--- config.mk ---
export PLATFORM = sky130hd
export DESIGN_NAME = can_bit_destuffer
export DESIGN_NICKNAME = d
export VERILOG_FILES = /design/src/rtl/can_pkg.sv /design/src/rtl/can_bit_destuffer.sv
export SDC_FILE = /design/constraint.sdc
export NUM_CORES = 1
export LEC_CHECK = 0
export CORE_ASPECT_RATIO = 0.9
export CORE_MARGIN = 4
export CORE_UTILIZATION = 44
export CTS_CLUSTER_SIZE = 8
export DETAILED_ROUTE_END_ITERATION = 12
export PLACE_DENSITY = 0.79
export SYNTH_ARGS = -nofsm -noshare
export SYNTH_HDL_FRONTEND = slang
export SYNTH_SLANG_ARGS = --single-unit
--- constraint.sdc ---
create_clock -name clock -period 1.55 [get_ports clock]
set_clock_uncertainty 0.2 [all_clocks]
set_input_delay 0.31 -clock clock [delete_from_list [all_inputs] [get_ports clock]]
set_output_delay 0.31 -clock clock [all_outputs]
set_load 0.03 [all_outputs]
--- src/rtl/can_pkg.sv ---
// Shared CAN receive-path constants and the stuffing-mode classification
// used by the bit destuffer.
package can_pkg;

  localparam int unsigned CAN_RUN_LEN      = 5;
  localparam int unsigned CAN_FD_FIXED_LEN = 4;
  localparam int unsigned CAN_STUFF_CNT_W  = 3;
  localparam int unsigned CAN_RUN_W        = 3;

  localparam logic DOMINANT  = 1'b0;
  localparam logic RECESSIVE = 1'b1;

  typedef enum logic [1:0] {
    STUFF_OFF   = 2'd0,
    STUFF_DYN   = 2'd1,
    STUFF_FIXED = 2'd2
  } stuff_mode_e;

  // Fixed stuffing only applies while destuffing is enabled.
  function automatic stuff_mode_e stuff_mode(input logic en, input logic fixed);
    stuff_mode_e m;
    if (!en) begin
      m = STUFF_OFF;
    end else if (fixed) begin
      m = STUFF_FIXED;
    end else begin
      m = STUFF_DYN;
    end
    return m;
  endfunction

endpackage

--- src/rtl/can_bit_destuffer.sv ---
// CAN receive bit destuffer: removes dynamic (run-length) and FD fixed stuff
// bits, flags stuff errors and keeps the modulo dynamic stuff count.
module can_bit_destuffer
  import can_pkg::*;
#(
  parameter int unsigned RUN_LEN   = CAN_RUN_LEN,
  parameter int unsigned FIXED_LEN = CAN_FD_FIXED_LEN,
  parameter int unsigned RUN_W     = CAN_RUN_W,
  parameter int unsigned SCNT_W    = CAN_STUFF_CNT_W
) (
  input  logic              clock,
  input  logic              reset,
  input  logic              sample_point,
  input  logic              rx,
  input  logic              stuff_en,
  input  logic              fixed_mode,
  input  logic              err_clear,
  output logic              bit_valid,
  output logic              bit_out,
  output logic              stuff_bit,
  output logic              stuff_err,
  output logic [SCNT_W-1:0] stuff_count
);

  localparam int unsigned       FIX_W    = $clog2(FIXED_LEN + 1);
  localparam logic [RUN_W-1:0]  RUN_MAX  = RUN_W'(RUN_LEN);
  localparam logic [FIX_W-1:0]  FIX_LOAD = FIX_W'(FIXED_LEN);

  logic [RUN_W-1:0]  run_cnt, run_cnt_n;
  logic [FIX_W-1:0]  fix_cnt, fix_cnt_n;
  logic              last_bit, last_bit_n;
  logic [SCNT_W-1:0] stuff_count_n;
  logic              bit_valid_n, bit_out_n, stuff_bit_n, stuff_err_n;
  logic              data_hit, stuff_hit, err_hit;

  // State and output registers.
  always_ff @(posedge clock or posedge reset) begin
    if (reset) begin
      bit_valid   <= 1'b0;
      bit_out     <= RECESSIVE;
      stuff_bit   <= 1'b0;
      stuff_err   <= 1'b0;
      stuff_count <= '0;
      run_cnt     <= '0;
      last_bit    <= RECESSIVE;
      fix_cnt     <= '0;
    end else begin
      bit_valid   <= bit_valid_n;
      bit_out     <= bit_out_n;
      stuff_bit   <= stuff_bit_n;
      stuff_err   <= stuff_err_n;
      stuff_count <= stuff_count_n;
      run_cnt     <= run_cnt_n;
      last_bit    <= last_bit_n;
      fix_cnt     <= fix_cnt_n;
    end
  end

  // Bit classification and next-state.
  always_comb begin
    run_cnt_n     = run_cnt;
    fix_cnt_n     = fixed_mode ? fix_cnt : '0;
    last_bit_n    = last_bit;
    stuff_count_n = stuff_count;
    bit_out_n     = bit_out;
    data_hit      = 1'b0;
    stuff_hit     = 1'b0;
    err_hit       = 1'b0;

    if (sample_point) begin
      unique case (stuff_mode(stuff_en, fixed_mode))
        STUFF_OFF: begin
          data_hit      = 1'b1;
          run_cnt_n     = '0;
          fix_cnt_n     = '0;
          stuff_count_n = '0;
        end
        STUFF_DYN: begin
          if (run_cnt == RUN_MAX) begin
            if (rx != last_bit) begin
              stuff_hit     = 1'b1;
              stuff_count_n = SCNT_W'(stuff_count + 1'b1);
              last_bit_n    = rx;
              run_cnt_n     = RUN_W'(1);
            end else begin
              err_hit = 1'b1;
            end
          end else begin
            data_hit   = 1'b1;
            run_cnt_n  = (run_cnt != '0 && rx == last_bit) ? RUN_W'(run_cnt + 1'b1)
                                                          : RUN_W'(1);
            last_bit_n = rx;
          end
        end
        STUFF_FIXED: begin
          last_bit_n = rx;
          if (fix_cnt == '0) begin
            stuff_hit = (rx != last_bit);
            err_hit   = (rx == last_bit);
            fix_cnt_n = FIX_LOAD;
          end else begin
            data_hit  = 1'b1;
            fix_cnt_n = FIX_W'(fix_cnt - 1'b1);
          end
        end
        default: ;
      endcase
    end

    // A pending error silences the decoder until it is cleared.
    bit_valid_n = data_hit & ~stuff_err;
    stuff_bit_n = stuff_hit & ~stuff_err;
    if (bit_valid_n) begin
      bit_out_n = rx;
    end
    stuff_err_n = err_hit | (stuff_err & ~err_clear);
  end

endmodule

==> results.py, run 1 <==
metrics = {
    "clock_network": {
        "cts.sinks": 14,
        "cts_root_buffer": "clkbuf_4",
        "cts_tree": "done",
        "clkLatencyLatePin_ns": 0.28,
        "holdBufCountCts": 0,
        "clockBufferDepth": 2,
        "htreeDepth": 1,
        "clk_pin_slew_ns": 0.09,
        "cts_buffers": 3,
    },
    "timing": {
        "setup_slack_ns": -0.150,
        "fmax_mhz": 588,
        "hold_violations": 0,
        "finalCriticalPeriod_ns": 1.70,
        "final-setup-viol-count": 9,
        "drv_slew": 0,
        "whs_ns": 0.115,
        "max_slew_margin_pct": 78.7,
        "setup_tns_ns": -0.710,
        "worst_pin_slew_ns": 0.318,
        "fin_crit_sh_pct": 110,
        "rsz0062_at_grt": "true",
    },
    "die": {
        "ioPinCount": 14,
        "dieArea_um2": 2440,
        "dieHeight_um": 47.2,
        "die_w_um": 51.6,
        "start_util_pct": 49.2,
        "core-area_um2": 1530,
        "num_rows": 13,
    },
    "setup_path": {
        "crit_chain": "inv_2 -> ha_4 -> nand2_4 -> o311ai_4 -> mux2_4",
        "critPathMaxStageDelay_ns": 0.40,
        "reg2reg_depth": 5,
        "worst_path_max_delay_cell": "dfrtp_1",
        "path_max_fanout": 4,
        "regToRegEndpoint": "run_cnt[0]$_DFFE_PP0P_",
        "required_ns": 1.53,
        "path_class": "reg2reg",
        "r2r-start": "run_cnt[1]$_DFFE_PP0P_",
        "critical-path-top-delay-family": "flip-flops",
        "endpoint_kind": "flop",
        "worstPathArrival_ns": 1.68,
        "path_buf_inv": 1,
        "ff2ff_setup_slack_ns": -0.15,
        "start_kind": "flop",
    },
    "logic_synthesis": {
        "synth_flop_cell": "dfrtp_1",
        "synthArstFlopShare_pct": 100,
        "netlist_top_cells_area": "dfrtp_1 (40%), dfstp_2 (7.0%), ha_1 (6.7%)",
        "synth_edf_count": 0,
        "synth_top_area_cell": "dfrtp_1",
        "syn_inst": 70,
        "synth_top_area_share_pct": 39.9,
        "seq_area_frac_synth_pct": 46.9,
        "synth_cell_types": 31,
        "synth_warnings": 0,
        "ys_seq_elements": 14,
        "avgSynthCellArea_um2": 10.7,
        "synth_area_um2": 752,
        "synth_nets": 81,
    },
    "grt": {
        "grt_max_degree": 15,
        "gr-total-overflow": 0,
        "grt_pass1_vias": 715,
        "grt_usage_pct": 18.0,
        "grt_pass1_wl_um": 3230,
        "antenna_found_initial": 0,
    },
    "cells_and_area": {
        "nNetsFinal": 122,
        "drive_gt1_share_pct": 50.9,
        "layout_common_cells": "buf_4 (27), dfrtp_1 (12), inv_1 (6)",
        "syn2layout_area_growth_pct": 62.4,
        "mostFrequentLayoutCell": "buf_4",
        "final_util_pct": 79.9,
        "diodes": 0,
    },
    "drt": {
        "dr.pass1.iters": 4,
        "postRouteAntennaNets": 0,
        "dr.first_iter.drc_count": 11,
        "drc": 0,
        "drt_wl_total_um": 1840,
        "vias": 683,
        "vias_per_cell": 5.17,
        "wire_per_inst_um": 13.9,
    },
    "placed_design": {
        "gp_congestion": 0.724,
        "dp_hpwl_um": 1320,
        "io_buffers": 13,
        "pre_cts_ws_ns": -0.500,
    },
    "power_and_ir_drop": {
        "peakVddDrop_mv": 0.564,
        "leakage_nw": 0.628,
        "p_per_area_nw_per_um2": 770,
        "finalPower_mw": 0.940,
    },
    "hold_path": {
        "hold_path.class": "in2async",
    },
    "job": {
        "cap_violations": 0,
    },
    "status": {
        "violations": "negative setup slack",
        "status": "finished, violations left",
    },
}
## worst reg2reg max path: stages (launching register included)
cell	delay (ns)
dfrtp_1	0.40
inv_2	0.08
ha_4	0.14
nand2_4	0.08
o311ai_4	0.36
mux2_4	0.33
## cells by family after synthesis
group,share of synthesized area [%]
buffers and inverters,3.49
XOR/XNOR,2.33
AND/OR/NAND/NOR,16.3
multiplexers,4.99
adder cells (fa/ha/maj),6.66
AO/OA/AOI/OAI,19.3
flip-flops,46.9
## final cells by class
cell class	count	area (µm²)
Tap cell	22	27.5
Fill cell	97	308
Timing Repair Buffer	36	284
Clock buffer	4	36.3
Inverter	7	26.3
Sequential cell	14	353
Multi-Input combinational cell	49	494
## routing by layer
metal,share of wire [%],vias up,track usage [%]
met5,0,-,0
met4,0.44,0,3.14
met1,48,330,23.4
met3,3.9,2,5.40
li1,-,337,-
met2,48,14,30.5
## through the flow
step           cell area (µm²)  std cells
2_1_floorplan              800         70
3_3_place_gp              1060        121
3_5_place_dp              1060        121
4_1_cts                   1200        130
5_1_grt                   1220        132
6_report                  1220        132
## flip-flops by register name (all words and copies together), names as in the netlist
name         count
last_bit         1
run_cnt          3
fix_cnt          3
stuff_bit        1
stuff_count      3
bit_out          1
bit_valid        1
stuff_err        1
## what timing repair did
action	CTS	global route
gates resized for setup	20	3
pin swaps	7	3
endpoints found under the setup margin	11	11
hold endpoints to repair	0	0
gates cloned	0	0
setup buffers	5	2
## worst max-delay path by stage
stage	from	endpoint	cells after the start
floorplan	fix_cnt[1]$_DFF_PP0_	bit_out$_DFFE_PP1P_	4
global placement	fixed_mode	bit_out$_DFFE_PP1P_	5
detailed placement	fixed_mode	bit_out$_DFFE_PP1P_	5
CTS	last_bit$_DFFE_PP1P_	run_cnt[0]$_DFFE_PP0P_	3
global route	run_cnt[1]$_DFFE_PP0P_	run_cnt[0]$_DFFE_PP0P_	5
finish	run_cnt[1]$_DFFE_PP0P_	run_cnt[0]$_DFFE_PP0P_	5
## power by group
group / total [mW] / switching (mW) / internal (mW)
clock network: 0.270 / 0.127 / 0.143
logic: 0.254 / 0.122 / 0.132
registers: 0.415 / 0.0227 / 0.393
## cells in the mapped netlist, types with 2 or more instances
cell / count
nand2b_1: 2
inv_1: 7
dfrtp_1: 12
nor3_1: 4
dfstp_2: 2
ha_1: 4
nor2_1: 3
a32o_1: 2
o21ai_0: 2
nand2_1: 7
nor2b_1: 3
mux2_2: 2
a22o_1: 2
No activity file was read; power rests on OpenSTA's default activity.
==> run 2: changes to the inputs <==
MAX_ROUTING_LAYER = met4   (was not set)
==> run 2 against run 1 <==
  * The run still ends with negative setup slack left
  * Hold slack barely moved
  * Global-route usage up 0.68 points
  * Worst setup slack lost 0.0012 ns
  * Critical path type unchanged
  * Critical endpoint unchanged
  * Largest power group unchanged
==> results.py, run 2 (synthesis results as in run 1) <==
metrics = {
    "status": {
        "status": "finished, violations left",
        "violations": "negative setup slack",
    },
    "setup_path": {
        "worst_path_max_delay_cell": "dfrtp_1",
        "reg2reg_depth": 5,
        "r2r-start": "run_cnt[1]$_DFFE_PP0P_",
        "required_ns": 1.53,
        "regToRegEndpoint": "run_cnt[0]$_DFFE_PP0P_",
        "critical-path-top-delay-family": "flip-flops",
        "crit_chain": "inv_2 -> ha_4 -> nand2_4 -> o311ai_4 -> mux2_4",
        "critPathMaxStageDelay_ns": 0.40,
        "path_max_fanout": 4,
        "worstPathArrival_ns": 1.68,
        "critPathLaunch": "run_cnt[1]$_DFFE_PP0P_",
        "path_class": "reg2reg",
        "endpoint_kind": "flop",
        "ff2ff_setup_slack_ns": -0.15,
        "path_buf_inv": 1,
        "start_kind": "flop",
        "worst-path-stages": 5,
        "cp-endpoint": "run_cnt[0]$_DFFE_PP0P_",
    },
    "clock_network": {
        "cts.sinks": 14,
        "cts_buffers": 3,
        "htreeDepth": 1,
        "clkLatencyLatePin_ns": 0.28,
        "clk_pin_slew_ns": 0.09,
        "clockBufferDepth": 2,
        "cts_root_buffer": "clkbuf_4",
        "cts_tree": "done",
        "holdBufCountCts": 0,
    },
    "cells_and_area": {
        "syn2layout_area_growth_pct": 62.4,
        "drive_gt1_share_pct": 50.9,
        "layout_common_cells": "buf_4 (27), dfrtp_1 (12), inv_1 (6)",
        "multi_input_area_um2": 494,
        "diodes": 0,
        "postLayoutCellArea_um2": 1220,
        "nNetsFinal": 122,
        "fillCellCount": 97,
        "reg_top3": "fix_cnt: 3 flops, run_cnt: 3 flops, stuff_count: 3 flops",
        "regArea_um2": 353,
        "final_util_pct": 79.9,
        "mostFrequentLayoutCell": "buf_4",
    },
    "die": {
        "ioPinCount": 14,
        "start_util_pct": 49.2,
        "dieHeight_um": 47.2,
        "num_rows": 13,
        "dieArea_um2": 2440,
        "die_w_um": 51.6,
        "core-area_um2": 1530,
    },
    "timing": {
        "setup_slack_ns": -0.151,
        "finalCriticalPeriod_ns": 1.70,
        "hold_violations": 0,
        "whs_ns": 0.115,
        "rsz0062_at_grt": "true",
        "fmax_mhz": 588,
        "worst_pin_slew_ns": 0.336,
        "final-setup-viol-count": 8,
        "max_slew_margin_pct": 77.6,
        "fin_crit_sh_pct": 110,
        "drv_slew": 0,
    },
    "grt": {
        "grt_pass1_vias": 712,
        "antenna_found_initial": 0,
        "gr-total-overflow": 0,
        "grt_pass1_wl_um": 3240,
        "grt_max_degree": 15,
        "grt_usage_pct": 18.7,
    },
    "power_and_ir_drop": {
        "leakage_nw": 0.628,
        "peakVddDrop_mv": 0.563,
        "finalPower_mw": 0.941,
        "p_per_area_nw_per_um2": 770,
    },
    "job": {
        "cap_violations": 0,
    },
    "drt": {
        "vias": 688,
        "dr.pass1.iters": 4,
        "vias_per_cell": 5.21,
        "drc": 0,
        "postRouteAntennaNets": 0,
        "dr.first_iter.drc_count": 13,
        "wire_per_inst_um": 14.0,
        "drt_wl_total_um": 1850,
    },
    "hold_path": {
        "hold_path.class": "in2async",
    },
    "placed_design": {
        "gp_congestion": 0.732,
        "dpl_cell_area_um2": 1060,
        "dp_hpwl_um": 1320,
        "io_buffers": 13,
    },
}
## run 2: cell counts in the layout (fill, tap and decap cells not counted)
Identical to the previous run, type by type.
## run 2: worst min path at each step
stage	start	end	slack [ns]	cells past startpoint
after global routing	reset	stuff_count[1]$_DFFE_PP0P_	0.12	3
after detailed placement	run_cnt[1]$_DFFE_PP0P_	run_cnt[1]$_DFFE_PP0P_	0.32	1
after CTS	reset	run_cnt[1]$_DFFE_PP0P_	0.12	3
after floorplan	reset	bit_valid$_DFF_PP0_	-0.002	1
after global placement	stuff_count[1]$_DFFE_PP0P_	stuff_count[1]$_DFFE_PP0P_	0.31	1
final	reset	run_cnt[1]$_DFFE_PP0P_	0.12	3
## run 2: through the flow
step / std cells / setup WS [ns] / setup TNS (ns)
2_1_floorplan: 70 / -0.123 / -0.301
3_3_place_gp: 121 / -0.473 / -4.78
3_5_place_dp: 121 / -0.500 / -5.05
4_1_cts: 130 / -0.150 / -0.682
5_1_grt: 132 / -0.203 / -1.14
6_report: 132 / -0.151 / -0.703
## run 2: timing repair
item                                   4_1_cts  5_1_grt
setup endpoints to repair                   11       11
pin swaps                                    7        3
gates cloned                                 0        0
buffers inserted                             5        2
resized for setup                           20        3
endpoints found under the hold margin        0        0
## run 2: layout make-up
cell class / count / area share [%]
multi-input cells: 49 / 40.5
repair buffers: 36 / 23.3
flip-flops and latches: 14 / 28.9
clock buffers: 4 / 2.97
inverters: 7 / 2.15
well taps: 22 / 2.25
## run 2: metal layers
metal | GRT usage [%] | share of wire [%] | vias to the layer above
li1 | - | - | 337
met1 | 24.0 | 47 | 327
met2 | 30.2 | 48 | 22
met3 | 5.08 | 4.9 | 2
met4 | 3.14 | 0.43 | 0
met5 | - | 0 | -
## run 2: report_power, final
group | total [mW] | switching, mW | internal [mW]
combinational | 0.254 | 0.122 | 0.132
clock | 0.271 | 0.128 | 0.143
sequential | 0.416 | 0.0228 | 0.393
## run 2: worst register-to-register path, stage by stage, from the launching register on
cell and delay (ns):
dfrtp_1 0.40, inv_2 0.08, ha_4 0.14, nand2_4 0.09
o311ai_4 0.36, mux2_4 0.33
==> run 3: changes to the inputs <==
PLACE_DENSITY = 0.72   (was 0.79)
TNS_END_PERCENT = 1   (was not set)
==> run 3 against run 2 <==
  * Highest routed layer unchanged
  * Final cell count down 1.5%
  * Largest power group unchanged
  * Wire length up 0.70%
  * Critical endpoint is now bit_out$_DFFE_PP1P_
  * The run still ends with negative setup slack left
  * Combinational power down 4%
==> results.py, run 3 (synthesis results as in run 1) <==
metrics = {
    "cells_and_area": {
        "syn2layout_area_growth_pct": 58.4,
        "postLayoutCellArea_um2": 1190,
        "stdcell_count": 130,
        "final_util_pct": 77.9,
        "drive_gt1_share_pct": 45.4,
        "nNetsFinal": 120,
        "layout_common_cells": "buf_4 (26), dfrtp_1 (12), nand2_1 (6), inv_1 (6), clkdlybuf4s50_1 (4)",
        "reg_top3": "fix_cnt: 3 flops, run_cnt: 3 flops, stuff_count: 3 flops",
        "mostFrequentLayoutCell": "buf_4",
        "diodes": 0,
    },
    "timing": {
        "fmax_mhz": 587,
        "setup_tns_ns": -0.825,
        "drv_slew": 0,
        "max_slew_margin_pct": 79.6,
        "fin_crit_sh_pct": 110,
        "final-setup-viol-count": 10,
        "rsz0062_at_grt": "true",
        "worst_pin_slew_ns": 0.305,
        "finalCriticalPeriod_ns": 1.70,
        "hold_violations": 0,
        "setup_slack_ns": -0.153,
    },
    "die": {
        "start_util_pct": 49.2,
        "die_w_um": 51.6,
        "dieArea_um2": 2440,
        "ioPinCount": 14,
        "core-area_um2": 1530,
        "num_rows": 13,
        "dieHeight_um": 47.2,
    },
    "status": {
        "status": "finished, violations left",
        "violations": "negative setup slack",
    },
    "setup_path": {
        "regToRegEndpoint": "bit_out$_DFFE_PP1P_",
        "reg2reg_depth": 4,
        "worstPathArrival_ns": 1.71,
        "path_class": "reg2reg",
        "critPathMaxStageDelay_ns": 0.55,
        "crit_chain": "or4b_4 -> o21ai_4 -> a211oi_2 -> mux2_4",
        "required_ns": 1.55,
        "start_kind": "flop",
        "path_max_fanout": 2,
        "critical-path-top-delay-family": "simple AND/OR/NAND/NOR gates",
        "endpoint_kind": "flop",
        "r2r-start": "fix_cnt[0]$_DFF_PP0_",
        "worst_path_max_delay_cell": "or4b_4",
        "ff2ff_setup_slack_ns": -0.15,
        "path_buf_inv": 0,
    },
    "power_and_ir_drop": {
        "p_per_area_nw_per_um2": 727,
        "leakage_nw": 0.612,
        "clock_power_share_pct": 24.3,
        "p_int_mw": 0.618,
        "pwr-share-comb_pct": 28.2,
        "seqPwrFrac_pct": 47.5,
        "finalPower_mw": 0.866,
        "p_sw_share_pct": 28.7,
        "p_sw_mw": 0.248,
        "peakVddDrop_mv": 0.624,
    },
    "clock_network": {
        "cts_buffers": 3,
        "clkLatencyLatePin_ns": 0.28,
        "clockBufferDepth": 2,
        "clk_pin_slew_ns": 0.08,
        "holdBufCountCts": 0,
        "cts_tree": "done",
        "cts_root_buffer": "clkbuf_4",
        "cts.sinks": 14,
        "htreeDepth": 1,
    },
    "placed_design": {
        "dpl_cell_area_um2": 1060,
        "io_buffers": 13,
        "gp_congestion": 0.783,
        "numPlacedInstances": 124,
        "dp_hpwl_um": 1370,
    },
    "drt": {
        "vias_per_cell": 5.20,
        "dr.first_iter.drc_count": 10,
        "dr.pass1.iters": 4,
        "postRouteAntennaNets": 0,
        "wire_per_inst_um": 14.3,
        "vias": 676,
        "drc": 0,
        "drt_wl_total_um": 1860,
    },
    "job": {
        "cap_violations": 0,
    },
    "hold_path": {
        "hold_path.class": "in2async",
    },
    "grt": {
        "grt_usage_pct": 18.0,
        "gr-total-overflow": 0,
        "grt_pass1_wl_um": 2950,
        "antenna_found_initial": 0,
        "grt_max_degree": 15,
        "grt_pass1_vias": 673,
    },
}
[run 3: layer usage]
layer	part of all wire [%]	track usage, %	vias to the layer above
li1	-	-	328
met1	46	20.3	331
met3	5.4	6.98	2
met2	48	31.2	15
met4	0.54	3.14	0
met5	0	-	-
[run 3: per-stage QoR]
step,hold WS [ns],worst slack [ns]
floorplan,-0.00221,-0.124
global placement,0.326,-0.536
detailed placement,0.318,-0.584
CTS,0.132,-0.191
global route,0.126,-0.197
finish,0.132,-0.153
[run 3: worst reg2reg max path, delay by kind of cell, from the launching register on]
kind / cells / cell delay [ns]
AND/OR/NAND/NOR: 1 / 0.55
AO/OA/AOI/OAI: 2 / 0.20
flip-flops: 1 / 0.39
multiplexers: 1 / 0.30
[run 3: worst max-delay path by stage]
| stage | start | endpoint | slack (ns) | cells past startpoint |
|---|---|---|---|---|
| after floorplan | fix_cnt[1]$_DFF_PP0_ | bit_out$_DFFE_PP1P_ | -0.12 | 4 |
| after global placement | rx | stuff_count[2]$_DFFE_PP0P_ | -0.54 | 6 |
| after detailed placement | rx | stuff_count[2]$_DFFE_PP0P_ | -0.58 | 6 |
| after CTS | run_cnt[1]$_DFFE_PP0P_ | run_cnt[0]$_DFFE_PP0P_ | -0.19 | 5 |
| after global routing | fix_cnt[0]$_DFF_PP0_ | bit_out$_DFFE_PP1P_ | -0.20 | 4 |
| final | fix_cnt[0]$_DFF_PP0_ | bit_out$_DFFE_PP1P_ | -0.15 | 4 |
[run 3: cell type report]
cell class / count / area [µm²]
multi-input cells: 49 / 478
flip-flops and latches: 14 / 353
fillers: 117 / 338
repair buffers: 34 / 280
well taps: 22 / 27.5
clock buffers: 4 / 26.3
inverters: 7 / 26.3
[run 3: power by group through the flow]
stage,clock network (mW),registers [mW],logic (mW)
6_report,0.211,0.411,0.244
5_1_grt,0.241,0.414,0.265
4_1_cts,0.220,0.409,0.235
3_5_place_dp,0,0.416,0.213
3_3_place_gp,0,0.413,0.210
2_1_floorplan,0,0.437,0.0811
[run 3: what timing repair did]
item / CTS / global route
endpoints found under the hold margin: 0 / 0
endpoints found under the setup margin: 11 / 13
pin swaps: 3 / 3
cloned: 0 / 0
setup buffers: 0 / 3
gates resized for setup: 11 / 12
